## src/rtl/ram_read_arbiter.sv

```systemverilog
// ram_read_arbiter: shares one RAM read port between NUM_REQ requesters with round-robin grants, burst locking and tagged response routing
module ram_read_arbiter #(
    parameter int NUM_REQ      = 4,
    parameter int WIDTH        = 8,
    parameter int DEPTH        = 32,
    parameter int READ_LATENCY = 2
) (
    input  logic                              clk,
    input  logic                              rst_n,
    input  logic [NUM_REQ-1:0]                req_valid_i,
    input  logic [NUM_REQ-1:0]                req_last_i,
    input  logic [NUM_REQ*$clog2(DEPTH)-1:0]  req_addr_i,
    output logic [NUM_REQ-1:0]                req_ready_o,
    output logic [NUM_REQ-1:0]                resp_valid_o,
    output logic [WIDTH-1:0]                  resp_data_o,
    output logic                              ram_read_o,
    output logic [$clog2(DEPTH)-1:0]          ram_addrb_o,
    input  logic [WIDTH-1:0]                  ram_doutb_i
);

    localparam int AW = $clog2(DEPTH);
    localparam int IW = $clog2(NUM_REQ);

    typedef enum logic {IDLE, BURST} state_t;

    state_t            state_q, state_d;
    logic [IW-1:0]     ptr_q, ptr_d;
    logic [IW-1:0]     owner_q, owner_d;
    logic [AW-1:0]     addr_q;
    logic [NUM_REQ-1:0] pipe_q [READ_LATENCY];
    logic [IW-1:0]     win;
    logic              found;
    logic              accept;
    int                idx;

    // Pick the winner: burst owner when locked, else first valid requester from the RR pointer
    always_comb begin
        found = 1'b0;
        win   = '0;
        idx   = 0;
        if (state_q == BURST) begin
            found = req_valid_i[owner_q];
            win   = owner_q;
        end else begin
            for (int j = 0; j < NUM_REQ; j++) begin
                idx = (int'(ptr_q) + j) % NUM_REQ;
                if (!found && req_valid_i[IW'(idx)]) begin
                    found = 1'b1;
                    win   = IW'(idx);
                end
            end
        end
        accept      = found && rst_n;
        req_ready_o = accept ? (NUM_REQ'(1) << win) : '0;
        ram_read_o  = accept;
        ram_addrb_o = accept ? req_addr_i[int'(win)*AW +: AW] : addr_q;
        state_d     = !accept ? state_q : (req_last_i[win] ? IDLE : BURST);
        ptr_d       = (state_q == IDLE && accept) ? ((int'(win) == NUM_REQ-1) ? '0 : win + 1'b1) : ptr_q;
        owner_d     = (state_q == IDLE && accept) ? win : owner_q;
    end

    // Arbiter state, held RAM address and response tag pipeline
    always_ff @(posedge clk or negedge rst_n) begin
        if (!rst_n) begin
            state_q <= IDLE;
            ptr_q   <= '0;
            owner_q <= '0;
            addr_q  <= '0;
            for (int i = 0; i < READ_LATENCY; i++) pipe_q[i] <= '0;
        end else begin
            state_q   <= state_d;
            ptr_q     <= ptr_d;
            owner_q   <= owner_d;
            addr_q    <= ram_addrb_o;
            pipe_q[0] <= req_ready_o;
            for (int i = 1; i < READ_LATENCY; i++) pipe_q[i] <= pipe_q[i-1];
        end
    end

    assign resp_valid_o = pipe_q[READ_LATENCY-1];
    assign resp_data_o  = ram_doutb_i;

endmodule
```

## config.mk

```make
export PLATFORM = sky130hd
export DESIGN_NAME = ram_read_arbiter
export DESIGN_NICKNAME = d
export VERILOG_FILES = /design/src/rtl/ram_read_arbiter.sv
export SDC_FILE = /design/constraint.sdc
export NUM_CORES = 1
export LEC_CHECK = 0
export ABC_AREA = 0
export CAP_MARGIN = 40
export CORE_UTILIZATION = 31
export DETAILED_ROUTE_END_ITERATION = 7
export PLACE_DENSITY = 0.68
export RECOVER_POWER = 25
export SLEW_MARGIN = 20
export SYNTH_ARGS = -nofsm -noshare
export SYNTH_HDL_FRONTEND = slang
export SYNTH_SLANG_ARGS = --single-unit
```

## constraint.sdc

```tcl
create_clock -name clk -period 6.5 [get_ports clk]
set_input_delay 1.625 -clock clk [delete_from_list [all_inputs] [get_ports clk]]
set_output_delay 1.625 -clock clk [all_outputs]
set_load 0.02 [all_outputs]
```

### Word-level counts from Yosys, hierarchy flattened

Cells that the tools add are included.

| storage, ports and cells | value |
|---|---|
| register bits after elaboration | 18 |
| output and inout port bits | 22 |

| cells by class | value |
|---|---|
| reduce and logical (&&, ||, !) cells | 8 |
| eq/ne operators | 1 |
| multipliers | 1 |
| magnitude comparators | 6 |
| multiplexer cells | 33 |
| bitwise gates (word level) | 1 |
| shifts and indexed selects | 2 |
| add/subtract/negate cells | 4 |

Operators with widths:

| cell | number |
|---|---|
| indexed part select 20 x 6 -> 5 bit | 1 |
| two-way mux 1 bit | 19 |
| < comparator 2 x 4 -> 1 bit, second input constant | 4 |
| binary-select mux 1 bit (select 2 bit) | 6 |
| two-way mux 2 bit | 6 |
| < comparator 2 x 3 -> 1 bit, second input constant | 2 |
| logical AND 1 bit | 5 |
| multiplier 2 x 3 -> 5 bit, second input constant | 1 |
| two-way mux 5 bit | 1 |
| adder 2 x 1 -> 2 bit, second input constant | 2 |
| adder 2 bit, second input constant | 2 |
| two-way mux 4 bit | 1 |
| left shift 1 x 2 -> 4 bit, first input constant | 1 |
| zero test 1 bit | 3 |
| equality test 2 x 1 -> 1 bit, second input constant | 1 |
| inverter 1 bit | 1 |

### Longest topological paths before layout

| logic depth | value |
|---|---|
| depth in word-level cells | 20 |
| depth in mapped cells | 7 |
| mapped depth without buffers | 5 |

### Least setup slack after synthesis

OpenSTA, ideal clock, no wires.

| path | value |
|---|---|
| path type | in2out |
| start point | in req_valid_i[0] |
| end point | out ram_addrb_o[3] |
| data arrival time | 3.070 ns |
| data required time | 4.875 ns |
| stages | 6 |
| path slack | 1.805 ns |
| buffers on the path | 1 |
| cell sequence | a21o_1 -> a221oi_4 -> and2_1 -> buf_4 -> a211oi_1 -> o41ai_2 |

| between the ends | value |
|---|---|
| word-level cells in the longest chain between the ends | 20 |

Ends and longest elaborated chain:

| item | RTL line | text |
|---|---|---|
| start, declared | 10 | `input logic [NUM_REQ-1:0] req_valid_i,` |
| binary-select mux 1 bit (select 2 bit) | 47 | `if (!found && req_valid_i[IW'(idx)]) begin` |
| two-way mux 1 bit (implied by the code) (2 in a row) | 47 |  |
| two-way mux 1 bit | 47 |  |
| two-way mux 1 bit | 41 | `if (state_q == BURST) begin` |
| zero test 1 bit | 47 |  |
| logical AND 1 bit | 47 |  |
| two-way mux 1 bit | 47 |  |
| two-way mux 1 bit | 41 |  |
| [... 3 more ...] | n/a |  |
| two-way mux 1 bit | 41 |  |
| zero test 1 bit | 47 |  |
| logical AND 1 bit | 47 |  |
| two-way mux 2 bit | 47 |  |
| two-way mux 2 bit | 41 |  |
| multiplier 2 x 3 -> 5 bit | 56 | `ram_addrb_o = accept ? req_addr_i[int'(win)*AW +: AW] : addr_q;` |
| indexed part select 20 x 6 -> 5 bit | 56 |  |
| two-way mux 5 bit (*) | 56 |  |
| end, declared | 17 | `output logic [$clog2(DEPTH)-1:0] ram_addrb_o,` |

Every way passes the cells marked *; elsewhere a longest branch is shown, timed or not. The select of a mux whose other input is x is not followed.

### Final worst setup path

| path | value |
|---|---|
| start point | in req_valid_i[2] |
| end point | out ram_addrb_o[4] |

Same word-level chain as after synthesis.

==> impl_metrics.toml <==
[run_status]
status = "complete, no violations"

[final_layout]
nets = 185
fillers = 347
drive_above_1_share_pct = 14.4
area_delta_synth_final_pct = 37.0
n_antenna_cell = 0
utilization_pct = 46.2

[clock_tree]
clk_pin_slew_ns = 0.07
numClockSinks = 18
ctsHoldBuffers = 0
cts_buffer_depth = 2
clk_latency_ns = 0.26
ctsRootBufferMaster = "clkbuf_8"
tritoncts = "yes"
cts-buffers-inserted = 3
cts.repair.resized = 0
postCtsSetupBuffers = 0
htreeDepth = 1

[setup_path]
r2r-start = "state_q$_DFFE_PN0P_"
rrSetupSlack_ns = 4.19
reg2regPathDepth = 5
crit_path_end_kind = "output port"
cp.required_ns = 4.88
crit_arrival_ns = 4.38
critPathLaunchType = "primary input"
crit_fanout = 14
reg2reg_to = "addr_q[3]$_DFF_PN0_"
critical_path_class = "primary input to output port"

[sta]
finalSetupViolCount = 0
slew_headroom_pct = 52.3
setup_tns_ns = 0
finalHoldViolations = 0
fin_crit_ns = 6.00
final_max_slew_viol_count = 0
clock_skew_ns = 0.00170
max_freq_ghz = 0.167
timing.final.crit_share_pct = 92.4
worst_pin_slew_ns = 0.713
rsz0062_at_grt = "false"

[flow_run]
cap_viol_max_count = 0

[route]
dr.pass1.iters = 4
initialDrtViolationCount = 47
drc = 0
drtAntennaViolNets = 0
wl_per_cell_um = 15.0
via_count = 972
viasPerCell = 5.06
totalWireLength_um = 2880

[place]
dp_hpwl_um = 2180
io_buffers = 43
place_congestion = 0.836

[logic_synthesis]
syn-cell-area_um2 = 1170
synth_ff_type = "dfrtp_1"
synth_common_cells = "dfrtp_1, buf_4, nand2_1"
ys_seq_elements = 18
ys_types = 36
synth_area_leader_cell = "dfrtp_1"
syn_inst = 114
seq_area_frac_synth_pct = 38.5
synth_edf_count = 0
ys_async_sr_fraction_pct = 100
synth_top_area_share_pct = 38.5
synth-warning-count = 0
synth.avg_cell_area_um2 = 10.3
synth_nets = 152
synth_most_common_cell = "dfrtp_1"
synth_area_leaders = "dfrtp_1, buf_4, a211oi_1"

[die]
fp.dieArea_um2 = 4030
start_util_pct = 33.8
die_h_um = 63.5
core_area_um2 = 3470
num_rows = 21
fp.dieW_um = 63.5
pin_count = 60

[global_routing]
gr-total-overflow = 0
grt_start_max_net_pins = 21
grt.total_usage_pct = 15.3
grt_pass1_wl_um = 4750
antenna_found_initial = 0
grt_pass1_vias = 959

[pwr]
pwr-share-seq_pct = 25.6
max-vdd-ir-drop_mv = 0.187
total_leakage_power_nw = 0.661
p_sw_share_pct = 44.0
combPwrFrac_pct = 62.4
switchingPower_w = 0.000347
pwr-share-clk_pct = 12.0
internal-power_w = 0.000441
powerDensity_nw_per_um2 = 491

[min_path]
hold_path_end = "resp_valid_o[3]$_DFF_PN0_"
min_from = "pipe_q[7]$_DFF_PN0_"
hold_path_class = "register to register"
min_path_cells = 0
## layout make-up
class                      instances  area, um2  share of cell area, %
multi-input combinational         75        584                   36.4
timing repair buffer              44        438                   27.3
sequential                        18        450                   28.1
clock buffer                       4       55.1                   3.43
tap                               46       57.6                   3.59
inverter                           5       18.8                   1.17
## placed cells by master (no fill, tap or decap), drive strengths merged, types with 2 or more instances in the layout
cell,netlist,layout
dfrtp,18,18
and3,8,8
o21ai,4,4
nand2,13,13
mux4,2,2
o41ai,2,2
a31oi,3,3
a211oi,9,9
inv,5,5
nor2,5,5
nor2b,3,3
clkbuf,0,4
nor3,3,3
o21bai,2,2
clkdlybuf4s50,0,42
o31ai,4,4
and2,2,2
## cells by family after synthesis
kind of cell	after synthesis	synth area share (%)
simple gates	39	17.7
mux	3	5.13
xor+xnor	1	0.748
compound gates	32	26.3
flops	18	38.5
buf+inv	21	11.6
## metrics by stage
step	total power [W]	cells	area [um2]	hold WS, ns	worst slack [ns]
floorplan	0.000550	114	1170	0.331	1.81
global placement	0.000684	188	1550	0.333	0.593
detailed placement	0.000694	188	1550	0.343	0.531
CTS	0.000788	192	1600	0.358	0.495
global route	0.000839	192	1600	0.362	0.262
finish	0.000787	192	1600	0.354	0.497
## critical path, stage by stage
cell             delay (ns)
clkdlybuf4s50_1        0.50
o41ai_2                0.51
nor2_1                 0.19
a31oi_2                0.63
nand2_1                0.14
o31ai_1                0.12
clkdlybuf4s50_1        0.67
## flip-flops by register name (all words and copies together), names as in the netlist
register,cells
state_q,1
ptr_q,2
resp_valid_o,4
pipe_q,4
owner_q,2
addr_q,5
## routing by layer
| metal | up-vias | wire, um | GRT usage (%) |
|---|---|---|---|
| li1 | 477 | - | - |
| met1 | 451 | 1330 | 19.9 |
| met2 | 34 | 1360 | 23.9 |
| met3 | 10 | 119 | 3.08 |
| met4 | 0 | 65 | 7.39 |
| met5 | - | 0 | 0 |
## how the worst max path moves through the flow
| stage | slack (ns) | depth (start not counted) | to | start |
|---|---|---|---|---|
| floorplan | 1.81 | 6 | ram_addrb_o[3] | req_valid_i[0] |
| global placement | 0.59 | 7 | ram_addrb_o[3] | req_valid_i[1] |
| detailed placement | 0.53 | 7 | ram_addrb_o[1] | req_valid_i[3] |
| CTS | 0.49 | 7 | ram_addrb_o[4] | req_valid_i[2] |
| global route | 0.26 | 7 | ram_addrb_o[4] | req_valid_i[2] |
| finish | 0.50 | 7 | ram_addrb_o[4] | req_valid_i[2] |
## power groups by stage
stage	registers [W]	clock network (W)	logic, W
detailed placement	0.000204	0	0.000490
floorplan	0.000185	0	0.000365
global placement	0.000202	0	0.000482
global route	0.000209	0.000100	0.000530
CTS	0.000202	0.0000934	0.000493
finish	0.000201	0.0000945	0.000491
Power figures use the tool's default switching activity.
==> RTL edit, RTL diff (same settings) <==
`addr_q` no longer has a reset.
--- a/src/rtl/ram_read_arbiter.sv
+++ b/src/rtl/ram_read_arbiter.sv
@@ -67,3 +67,2 @@
             owner_q <= '0;
-            addr_q  <= '0;
             for (int i = 0; i < READ_LATENCY; i++) pipe_q[i] <= '0;
@@ -73,3 +72,2 @@
             owner_q   <= owner_d;
-            addr_q    <= ram_addrb_o;
             pipe_q[0] <= req_ready_o;
@@ -77,2 +75,6 @@
         end
+    end
+
+    always_ff @(posedge clk) begin
+        addr_q <= ram_addrb_o;
     end
Formal check against the unedited RTL: differs if rst_n is asserted again (counterexample within 4 cycles, from zero or initial values and one cycle with rst_n low); with rst_n held inactive, the same outputs for 10 cycles.
==> RTL edit against the original RTL <==
- via count increased by 2.9%
- core utilization down 0.48 points
- global-route usage up 0.73 points
- clock skew increased by 0.0017 ns
- synthesized cell count unchanged
- sequential cell count unchanged
- design area down 1.8%
- wire length up 0.59%
- setup slack got worse by 0.048 ns
- critical path depth fell by 2
- clock power about the same
- power shrank 0.53%
- synthesized area is 2.1% lower
==> RTL edit: results (changes against the original RTL) <==
[run_status]
outcome = finished clean

[placed_design]
dp_slack_ns = 0.5488  ; +0.01814 ns
portBuffers = 43  ; unchanged
place.gp.congestion = 0.8351  ; about the same
place_hpwl_mm = 2.176  ; -0.30%

[timing]
slew_headroom_pct = 48.94  ; -3.4 points
finClkSkew_ns = 0.003357  ; +0.001656 ns

[cts]
cts_buffers = 3  ; unchanged
cts-root-buf = clkbuf_8
post_cts_buffers = 0  ; unchanged
clk_latency_ns = 0.26  ; about the same
h-tree-depth = 1  ; unchanged
ctsResizeCount = 0  ; unchanged

[logic_synthesis]
synth_cell_types = 37  ; +2.8%
ys_seq_area_share_pct = 37.12  ; -1.3 points
synth-async-reset-ratio_pct = 72.22  ; -28 points
netlist_top_cells_count = buf_4 (15), dfrtp_1 (13), nand2_1 (13), a211oi_1 (9), and3_1 (8)
synth_warnings = 0  ; unchanged
ys.flop_type = dfrtp_1
synth.area.top_cells = dfrtp_1 (28%), buf_4 (9.8%), dfxtp_1 (8.7%)

[finish]
largest_reg_flops = 5  ; unchanged
drive_gt1_share_pct = 13.70  ; -0.68 points

[grt]
grt_pass1_wl_mm = 4.816  ; +1.5%
grt_use_met3_pct = 4.197  ; +1.1 points
gr-usage-met1_pct = 20.13  ; +0.27 points
use_met2_pct = 24.46  ; +0.52 points
grt_max_degree = 16  ; -24%
grt_pass1_vias = 989  ; +3.1%
grt_usage_pct = 15.99  ; +0.73 points
antenna_found_initial = 0  ; unchanged

[detailed_routing]
drt_first_pass_iters = 4  ; unchanged
finalWirelength_mm = 2.894  ; +0.59%
viasPerCell = 5.208  ; +2.9%
drt_iter0_markers = 20  ; -57%

[power]
ir_worst_vdd_mv = 0.1848  ; -1.2%
p_leak_uw = 0.0006383  ; -3.5%

[worst_setup_path]
arrival_ns = 4.43  ; +0.05 ns
path_max_fanout = 15  ; +1
cpLargestDelayFamily = buffers and inverters
max_stage_delay_ns = 0.66

[RTL edit: cell types whose count changed in the layout (fill, tap and decap cells not counted)]
cell | unedited run | this run
buf_4 | 1 | 0
dfrtp_1 | 18 | 13
clkbuf_1 | 0 | 1
dfxtp_1 | 0 | 5
[RTL edit: cell families after synthesis]
| kind of cell | Yosys count | synth area share, % |
|---|---|---|
| AO/OA/AOI/OAI | 32 | 26.86 |
| flip-flops | 18 | 37.12 |
| multiplexers | 3 | 5.240 |
| buffers and inverters | 21 | 11.90 |
| AND/OR/NAND/NOR | 39 | 18.12 |
| XOR/XNOR | 1 | 0.7643 |
[RTL edit: layout make-up]
class                      instances  area (um2)
tap                               46       57.56
multi-input combinational         75       584.3
timing repair buffer              44       434.2
clock buffer                       4       55.05
inverter                           5       18.77
sequential                        18       425.4
fill                             334        1867
[RTL edit: final timing paths]
| check | start | slack, ns | end |
|---|---|---|---|
| worst max-delay path | rst_n | 0.45 | ram_addrb_o[3] |
| worst min-delay path | pipe_q[7] | 0.35 | resp_valid_o[3] |
| worst max register to register | state_q | 4.24 | addr_q[4] |
| worst min register to register | pipe_q[7] | 0.35 | resp_valid_o[3] |
| max in group asynchronous | rst_n | 3.99 | owner_q[0] |
| min in group asynchronous | rst_n | 2.04 | pipe_q[7] |
[RTL edit: per-layer routing]
| metal | up-vias | share of wire [%] |
|---|---|---|
| met5 | - | 0 |
| li1 | 478 | - |
| met4 | 0 | 2.1 |
| met3 | 9 | 6.2 |
| met1 | 474 | 45 |
| met2 | 39 | 47 |
[RTL edit: report_power, final]
part	total [uW]	internal [uW]	switching, uW	leakage, uW
registers	202	162	39.7	0.000210
logic	487	224	262	0.000399
clock network	94.2	53.9	40.3	0.0000288
total	783	441	342	0.000638
[RTL edit: stage by stage]
step | instance area, um2 | util [%] | power, uW | std cells
3_3_place_gp | 1524 | 44.27 | 677.6 | 188
2_1_floorplan | 1146 | - | 549.8 | 114
6_report | 1575 | 45.77 | 783.2 | 192
4_1_cts | 1579 | 45.87 | 786.2 | 192
5_1_grt | 1575 | 45.77 | 835.8 | 192
3_5_place_dp | 1524 | 44.27 | 688.3 | 188
[RTL edit: worst register-to-register path: stages (launching register included)]
cell and delay [ns]:
dfrtp_1 0.67, nor3b_2 0.14, a221oi_4 0.42, nand2_1 0.35, a211oi_1 0.43, o31ai_1 0.12
